File: config.mk
export PLATFORM = sky130hd
export DESIGN_NAME = ped_signal_ctrl
export DESIGN_NICKNAME = d
export VERILOG_FILES = /design/src/rtl/traffic_pkg.sv /design/src/rtl/btn_sync_edge.sv /design/src/rtl/ped_signal_ctrl.sv
export SDC_FILE = /design/constraint.sdc
export NUM_CORES = 1
export LEC_CHECK = 0
export ABC_AREA = 1
export CAP_MARGIN = 25
export CELL_PAD_IN_SITES_DETAIL_PLACEMENT = 0
export CELL_PAD_IN_SITES_GLOBAL_PLACEMENT = 2
export CORE_MARGIN = 1.5
export CORE_UTILIZATION = 30
export DETAILED_ROUTE_END_ITERATION = 8
export PLACE_DENSITY_LB_ADDON = 0.25
export SKIP_CTS_REPAIR_TIMING = 1
export SLEW_MARGIN = 20
export SYNTH_ARGS = -nofsm -noshare
export SYNTH_HDL_FRONTEND = slang
export SYNTH_HIERARCHICAL = 1
export SYNTH_SLANG_ARGS = --single-unit
export TNS_END_PERCENT = 5
File: constraint.sdc
create_clock -name clk -period 2.1 [get_ports clk]
set_clock_uncertainty 0.1 [all_clocks]
set_input_delay 0.525 -clock clk [delete_from_list [all_inputs] [get_ports clk]]
set_output_delay 0.525 -clock clk [all_outputs]
set_load 0.005 [all_outputs]
File: src/rtl/traffic_pkg.sv
// Shared light codes and pedestrian FSM states for traffic_light and ped_signal_ctrl.
package traffic_pkg;

  localparam logic [1:0] LIGHT_RED     = 2'b00;
  localparam logic [1:0] LIGHT_GREEN   = 2'b01;
  localparam logic [1:0] LIGHT_YELLOW  = 2'b10;
  localparam logic [1:0] LIGHT_ILLEGAL = 2'b11;

  typedef enum logic [1:0] {
    STOP  = 2'd0,
    WALK  = 2'd1,
    CLEAR = 2'd2
  } ped_state_t;

endpackage

File: src/rtl/btn_sync_edge.sv
// Two-flop synchronizer for a raw button followed by a one-cycle rising-edge pulse.
module btn_sync_edge (
  input  logic clk,
  input  logic reset,
  input  logic btn,
  output logic pulse
);

  logic sync_p0, sync_p1, sync_p2;

  always_ff @(posedge clk or posedge reset) begin
    if (reset) begin
      sync_p0 <= 1'b0;
      sync_p1 <= 1'b0;
      sync_p2 <= 1'b0;
    end else begin
      sync_p0 <= btn;
      sync_p1 <= sync_p0;
      sync_p2 <= sync_p1;
    end
  end

  assign pulse = sync_p1 & ~sync_p2;

endmodule

File: src/rtl/ped_signal_ctrl.sv
// Pedestrian crossing controller: grants WALK on vehicle red entry, then a timed flashing CLEAR.
// Optional countdown display built when PED_COUNTDOWN_EN is defined.
module ped_signal_ctrl
  import traffic_pkg::*;
#(
  parameter int WALK_CYCLES  = 6,
  parameter int CLEAR_CYCLES = 4,
  parameter int FLASH_DIV    = 1
) (
  input  logic       clk,
  input  logic       reset,
  input  logic [1:0] light,
  input  logic       ped_btn,
  output logic       walk,
  output logic       dont_walk,
  output logic       flash,
  output logic [3:0] countdown,
  output logic       req_pending
);

  localparam int MAXC = (WALK_CYCLES > CLEAR_CYCLES) ? WALK_CYCLES : CLEAR_CYCLES;
  localparam int CW   = $clog2(MAXC + 1);
  localparam int FW   = $clog2(FLASH_DIV + 1);
  localparam logic [CW-1:0] WALK_LAST  = CW'(WALK_CYCLES - 1);
  localparam logic [CW-1:0] CLEAR_LAST = CW'(CLEAR_CYCLES - 1);
  localparam logic [FW-1:0] FDIV_LAST  = FW'(FLASH_DIV - 1);

  ped_state_t    state;
  logic [1:0]    light_q;
  logic [CW-1:0] cnt;
  logic [FW-1:0] fcnt;
  logic          btn_pulse;
  logic          is_red, red_entry, grant, walk_done, to_stop;

  btn_sync_edge u_btn (
    .clk   (clk),
    .reset (reset),
    .btn   (ped_btn),
    .pulse (btn_pulse)
  );

  assign is_red    = (light == LIGHT_RED);
  assign red_entry = is_red && (light_q != LIGHT_RED);
  assign grant     = (state == STOP) && red_entry && req_pending;
  assign walk_done = (state == WALK) && (cnt == WALK_LAST);
  // Losing red always wins over a counter that happens to expire on the same edge.
  assign to_stop   = (state != STOP) &&
                     (!is_red || ((state == CLEAR) && (cnt == CLEAR_LAST)));

  always_ff @(posedge clk or posedge reset) begin
    if (reset) begin
      state       <= STOP;
      light_q     <= LIGHT_RED;
      cnt         <= '0;
      fcnt        <= '0;
      walk        <= 1'b0;
      dont_walk   <= 1'b1;
      flash       <= 1'b0;
      req_pending <= 1'b0;
    end else begin
      light_q <= light;

      // A press coinciding with the grant edge is considered served.
      if (grant)
        req_pending <= 1'b0;
      else if (btn_pulse)
        req_pending <= 1'b1;

      if (to_stop) begin
        state     <= STOP;
        cnt       <= '0;
        walk      <= 1'b0;
        dont_walk <= 1'b1;
        flash     <= 1'b0;
      end else begin
        case (state)
          STOP: begin
            if (grant) begin
              state     <= WALK;
              cnt       <= '0;
              walk      <= 1'b1;
              dont_walk <= 1'b0;
            end
          end
          WALK: begin
            if (walk_done) begin
              state     <= CLEAR;
              cnt       <= '0;
              fcnt      <= '0;
              walk      <= 1'b0;
              dont_walk <= 1'b1;
              flash     <= 1'b1;
            end else begin
              cnt <= cnt + 1'b1;
            end
          end
          CLEAR: begin
            cnt <= cnt + 1'b1;
            if (fcnt == FDIV_LAST) begin
              fcnt  <= '0;
              flash <= ~flash;
            end else begin
              fcnt <= fcnt + 1'b1;
            end
          end
          default: state <= STOP;
        endcase
      end
    end
  end

`ifdef PED_COUNTDOWN_EN
  logic [3:0] cd_q;

  always_ff @(posedge clk or posedge reset) begin
    if (reset)
      cd_q <= 4'd0;
    else if (walk_done && is_red)
      cd_q <= 4'(CLEAR_CYCLES);
    else if ((state == CLEAR) && !to_stop)
      cd_q <= cd_q - 4'd1;
    else
      cd_q <= 4'd0;
  end

  assign countdown = cd_q;
`else
  assign countdown = 4'd0;
`endif

endmodule

==> impl_metrics.tcl, run 1 <==
set metrics [dict create \
    diodes 0 \
    rows 18 \
    crit_path_end_kind "output port" \
    die_y_um 55.4 \
    power.density_nw_per_um2 1230 \
    dpl-instance-area_um2 923 \
    drtIter0Drc 7 \
    worstPathCellList "clkdlybuf4s50_1" \
    grt.overflow.total 0 \
    hp-class "reg2reg" \
    wl_mm 1.46 \
    wire_per_inst_um 10.6 \
    fin_util 0.377 \
    critPathSlowestCell "dfstp_2" \
    crit_path_start_kind "register" \
    hold_viol 0 \
    synthCells 97 \
    dp.cells 134 \
    clk_pin_slew_ps 100 \
    outcome "finished clean" \
    wl_met3_um 51 \
    final-seq-area_um2 352 \
    cp_top_family "flip-flops" \
    clk_root_buffer_cell "clkbuf_4" \
    crit_type "reg2out" \
    fp.coreArea_um2 2540 \
    power_mw 1.18 \
    synth_area_um2 825 \
    final_common_cell "nand2_1" \
    met1Wirelength_um 734 \
    dp_hpwl_mm 1.14 \
    antenna_found_initial 0 \
    fmax_mhz 517 \
    cts_max_level 1 \
    tritoncts "done" \
    firstDrtPassIters 4 \
    drive_gt1_frac 0.148 \
    clock_path_buffers 2 \
    layout_min_cycle_time_ps 1940 \
    grt_max_degree 12 \
    ant_nets 0 \
    worstPathArrival_ps 1310 \
    clk_latency_ps 280 \
    cap_violations 0 \
    required_ps 1470 \
    finalCritPeriodShare 0.922 \
    yosys.cell_types.count 20 \
    mostFrequentLayoutCells "nand2_1, inv_1, dfrtp_1, ha_1, clkdlybuf4s50_1" \
    slew_viol_final 0 \
    setup_viol 0 \
    drc 0 \
    portBuffers 8 \
    fin_area_um2 960 \
    rsz0062_at_grt "false" \
    vias_per_cell 4.30 \
    dieArea_um2 3070 \
    cts_buffers 3 \
    start_util 0.324 \
    wl_met2_um 659 \
    area_growth_pct 16.4 \
    grt_util_all_layers 0.107 \
    grt_pass1_vias 609 \
    pin_count 13 \
    seq_area_frac_synth 0.426 \
    finalNonFillerCells 138 \
    final_nets 122 \
    gp_congestion 0.758 \
    ys_ff_latch 14 \
    grt_pass1_wl_mm 2.59 \
    cp_num_buf_inv 1 \
    fill_cells 288 \
    critPathMaxFanout 2 \
    top_layer_used "met4" \
    syn_area_per_cell_um2 8.50 \
    yosys_warnings 6 \
    num_vias 594 \
    cellLeakagePower_nw 0.488 \
    die-width_um 55.4 \
    totalNegativeSetupSlack_ps 0 \
    crit_path_max_incr_delay_ps 540 \
    cts_sinks 14 \
    multi_input_area_um2 398 \
    max-vdd-ir-drop_v 0.000462 \
]
[report_power, final]
part / switching, mW / leakage, nW / total (mW) / internal (mW)
combinational: 0.366 / 0.297 / 0.595 / 0.229
clock: 0.0930 / 0.0210 / 0.198 / 0.105
sequential: 0.0457 / 0.170 / 0.389 / 0.343
[final cells by class]
cell class	instances	area share
Tap cell	30	0.0391
Clock buffer	4	0.0378
Timing Repair Buffer	8	0.0834
Sequential cell	14	0.366
Inverter	15	0.0587
Multi-Input combinational cell	67	0.415
[cells in the mapped netlist]
master    number  area share
nand2_4        2       0.027
dfstp_2        1       0.032
buf_4          4       0.036
nand3b_1       1      0.0091
nand3_1        7       0.042
nor2_4         1       0.014
a21boi_0       1      0.0091
nor2_1         3       0.014
o21ai_2        3       0.032
o21ai_0        2       0.012
inv_1         15       0.068
nand2_2        3       0.023
nand4_1        1      0.0076
o21ai_1        1      0.0061
conb_1         1      0.0045
dfrtp_1       13        0.39
nor2_2         1      0.0076
nand3_2        1       0.012
ha_1           8        0.12
nand2_1       28        0.13
[worst paths after layout]
check / cells past startpoint / end / start / slack [ps]
max in group asynchronous: 2 / dont_walk / reset / 1100
min in group asynchronous: 2 / u_btn/sync_p1 / reset / 320
worst min register to register: 0 / u_btn/sync_p1 / u_btn/sync_p0 / 260
worst max register to register: 9 / cnt[2] / state[1] / 480
worst min-delay path: 0 / u_btn/sync_p1 / u_btn/sync_p0 / 260
worst max-delay path: 1 / dont_walk / dont_walk / 160
[through the flow]
step / setup slack, ps / hold slack [ps]
after floorplan: 648 / 179
after detailed placement: 230 / 243
final: 164 / 264
after global placement: 264 / 236
after global routing: 120 / 288
after CTS: 145 / 266
[routing by layer]
layer / vias up / track usage
li1: 312 / -
met1: 270 / 0.132
met2: 10 / 0.179
met3: 2 / 0.0211
met4: 0 / 0.0523
met5: - / 0
[worst reg2reg max path, cell delays in order, from the launching register on]
cell	delay, ps
dfrtp_1	420
inv_1	150
ha_1	250
nand2_1	70
inv_1	60
nand3_2	80
nand2_2	150
nand2_4	100
nand2_1	90
o21ai_2	50
[sequential cells by signal (all words and copies together) (netlist names)]
name,cells
cnt,3
light_q,2
state,2
dont_walk,1
flash,1
req_pending,1
u_btn/sync_p0,1
u_btn/sync_p1,1
u_btn/sync_p2,1
walk,1
[cells by family after synthesis]
logic type,count (synthesis),share of synthesized area
AND/OR/NAND/NOR,48,0.284
buffers and inverters,19,0.105
other,1,0.00455
flip-flops,14,0.426
adder cells (fa/ha/maj),8,0.121
AO/OA/AOI/OAI,7,0.0592
Note: power is estimated with default switching activity, not from simulation.
==> run 2, diff against run 1 <==
--- a/config.mk
+++ b/config.mk
@@ -12,6 +12,7 @@
 export CORE_MARGIN = 1.5
 export CORE_UTILIZATION = 30
 export DETAILED_ROUTE_END_ITERATION = 8
+export GPL_ROUTABILITY_DRIVEN = 0
 export PLACE_DENSITY_LB_ADDON = 0.25
 export SKIP_CTS_REPAIR_TIMING = 1
 export SLEW_MARGIN = 20
==> results of run 2 <==
The final DEF is identical to that of run 1; final timing and power are the same.
==> run 3, diff against run 2 <==
--- a/config.mk
+++ b/config.mk
@@ -6,6 +6,7 @@
 export NUM_CORES = 1
 export LEC_CHECK = 0
 export ABC_AREA = 1
+export ABC_CLOCK_PERIOD_IN_PS = 2100
 export CAP_MARGIN = 25
 export CELL_PAD_IN_SITES_DETAIL_PLACEMENT = 0
 export CELL_PAD_IN_SITES_GLOBAL_PLACEMENT = 2
@@ -13,7 +14,7 @@
 export CORE_UTILIZATION = 30
 export DETAILED_ROUTE_END_ITERATION = 8
 export GPL_ROUTABILITY_DRIVEN = 0
-export PLACE_DENSITY_LB_ADDON = 0.25
+export PLACE_DENSITY = 0.76
 export SKIP_CTS_REPAIR_TIMING = 1
 export SLEW_MARGIN = 20
 export SYNTH_ARGS = -nofsm -noshare
==> run 3 against run 2 <==
Design area stayed put; combinational power hardly changed; largest power group unchanged; sequential share of layout area stayed put; first-iteration DRC count is 71% higher; flip-flop and latch count stayed put.
==> impl_metrics.tcl, run 3 (same netlist as run 1, synthesis figures left out) <==
set metrics [dict create \
    outcome "finished clean" \
    diodes 0 \
    dp_hpwl_mm 1.12 \
    grt_max_degree 12 \
    drive_gt1_frac 0.148 \
    layout_min_cycle_time_ps 1920 \
    seq_power_share 0.330 \
    multi_input_area_um2 398 \
    dp.cells 134 \
    totalNegativeSetupSlack_ps 0 \
    area_growth_pct 16.4 \
    p_comb_frac 0.506 \
    clk_root_buffer_cell "clkbuf_4" \
    final_common_cell "nand2_1" \
    portBuffers 8 \
    crit_path_end_kind "output port" \
    fill_cells 266 \
    pin_count 13 \
    fp.coreArea_um2 2540 \
    grt_util_all_layers 0.103 \
    drtIter0Drc 12 \
    required_ps 1470 \
    rows 18 \
    final_nets 122 \
    finalCritPeriodShare 0.916 \
    grt_pass1_wl_mm 2.48 \
    cp_num_buf_inv 1 \
    critPathSlowestCell "dfstp_2" \
    setup_viol 0 \
    critPathMaxFanout 2 \
    cp_top_family "flip-flops" \
    start_util 0.324 \
    die-width_um 55.4 \
    tritoncts "done" \
    reg.largest.list "cnt (3), light_q (2), state (2)" \
    cts_sinks 14 \
    hold_viol 0 \
    vias_per_cell 4.29 \
    p_int_mw 0.679 \
    drc 0 \
    ant_nets 0 \
    slew_viol_final 0 \
    power_mw 1.18 \
    grt_pass1_vias 601 \
    netSwitchingFraction 0.425 \
    cellLeakagePower_nw 0.488 \
    wire_per_inst_um 9.96 \
    dieArea_um2 3070 \
    largest-register "cnt" \
    fmax_mhz 520 \
    clk_pin_slew_ps 80 \
    p_switching_mw 0.502 \
    worstPathCellList "clkdlybuf4s50_1" \
    hp-class "reg2reg" \
    clock_path_buffers 2 \
    crit_type "reg2out" \
    max-vdd-ir-drop_v 0.000467 \
    worstPathArrival_ps 1300 \
    mostFrequentLayoutCells "nand2_1, inv_1, dfrtp_1, ha_1, clkdlybuf4s50_1" \
    die_y_um 55.4 \
    wl_mm 1.38 \
    num_vias 592 \
    clk_latency_ps 280 \
    firstDrtPassIters 4 \
    p_clk_frac 0.164 \
    crit_path_max_incr_delay_ps 530 \
    cap_violations 0 \
    cts_max_level 1 \
    crit_path_start_kind "register" \
    largest_reg_flops 3 \
    finalNonFillerCells 138 \
    grt.overflow.total 0 \
    power.density_nw_per_um2 1230 \
    final-seq-area_um2 352 \
    cts_buffers 3 \
    rsz0062_at_grt "false" \
    antenna_found_initial 0 \
]
## run 3: cell counts in the layout (fill, tap and decap cells not counted)
No cell type changed its count.
## run 3: worst paths after layout
kind	from	end	slack (ps)	cells past startpoint
max	dont_walk	dont_walk	180	1
min	u_btn/sync_p0	u_btn/sync_p1	250	0
max reg2reg	cnt[0]	state[1]	470	9
min reg2reg	u_btn/sync_p0	u_btn/sync_p1	250	0
max in group asynchronous	reset	dont_walk	1110	2
min in group asynchronous	reset	u_btn/sync_p0	330	2
## run 3: per-stage QoR
stage | setup slack [ps] | utilization | hold slack, ps | instance area, um^2
6_report | 177 | 0.377 | 252 | 960
5_1_grt | 106 | 0.377 | 278 | 960
4_1_cts | 154 | 0.377 | 256 | 960
3_5_place_dp | 244 | 0.363 | 236 | 923
3_3_place_gp | 266 | 0.363 | 235 | 923
2_1_floorplan | 648 | - | 179 | 836
## run 3: metal layers
| metal | global-route usage | share of wire | vias to the layer above |
|---|---|---|---|
| li1 | - | - | 312 |
| met1 | 0.131 | 0.50 | 262 |
| met2 | 0.158 | 0.44 | 16 |
| met3 | 0.0234 | 0.056 | 2 |
| met4 | 0.0627 | 0.0080 | 0 |
| met5 | 0 | 0 | - |
## run 3: power groups by stage
stage               clock, mW  sequential, mW  combinational [mW]
finish                  0.194           0.390               0.597
floorplan                   0           0.391               0.424
global placement            0           0.395               0.602
CTS                     0.203           0.391               0.602
detailed placement          0           0.396               0.600
global route            0.220           0.399               0.674
## run 3: cell type report
| cell class | count | share of cell area |
|---|---|---|
| inverter | 15 | 0.0587 |
| timing repair buffer | 8 | 0.0834 |
| multi-input combinational | 67 | 0.415 |
| clock buffer | 4 | 0.0378 |
| tap | 30 | 0.0391 |
| sequential | 14 | 0.366 |
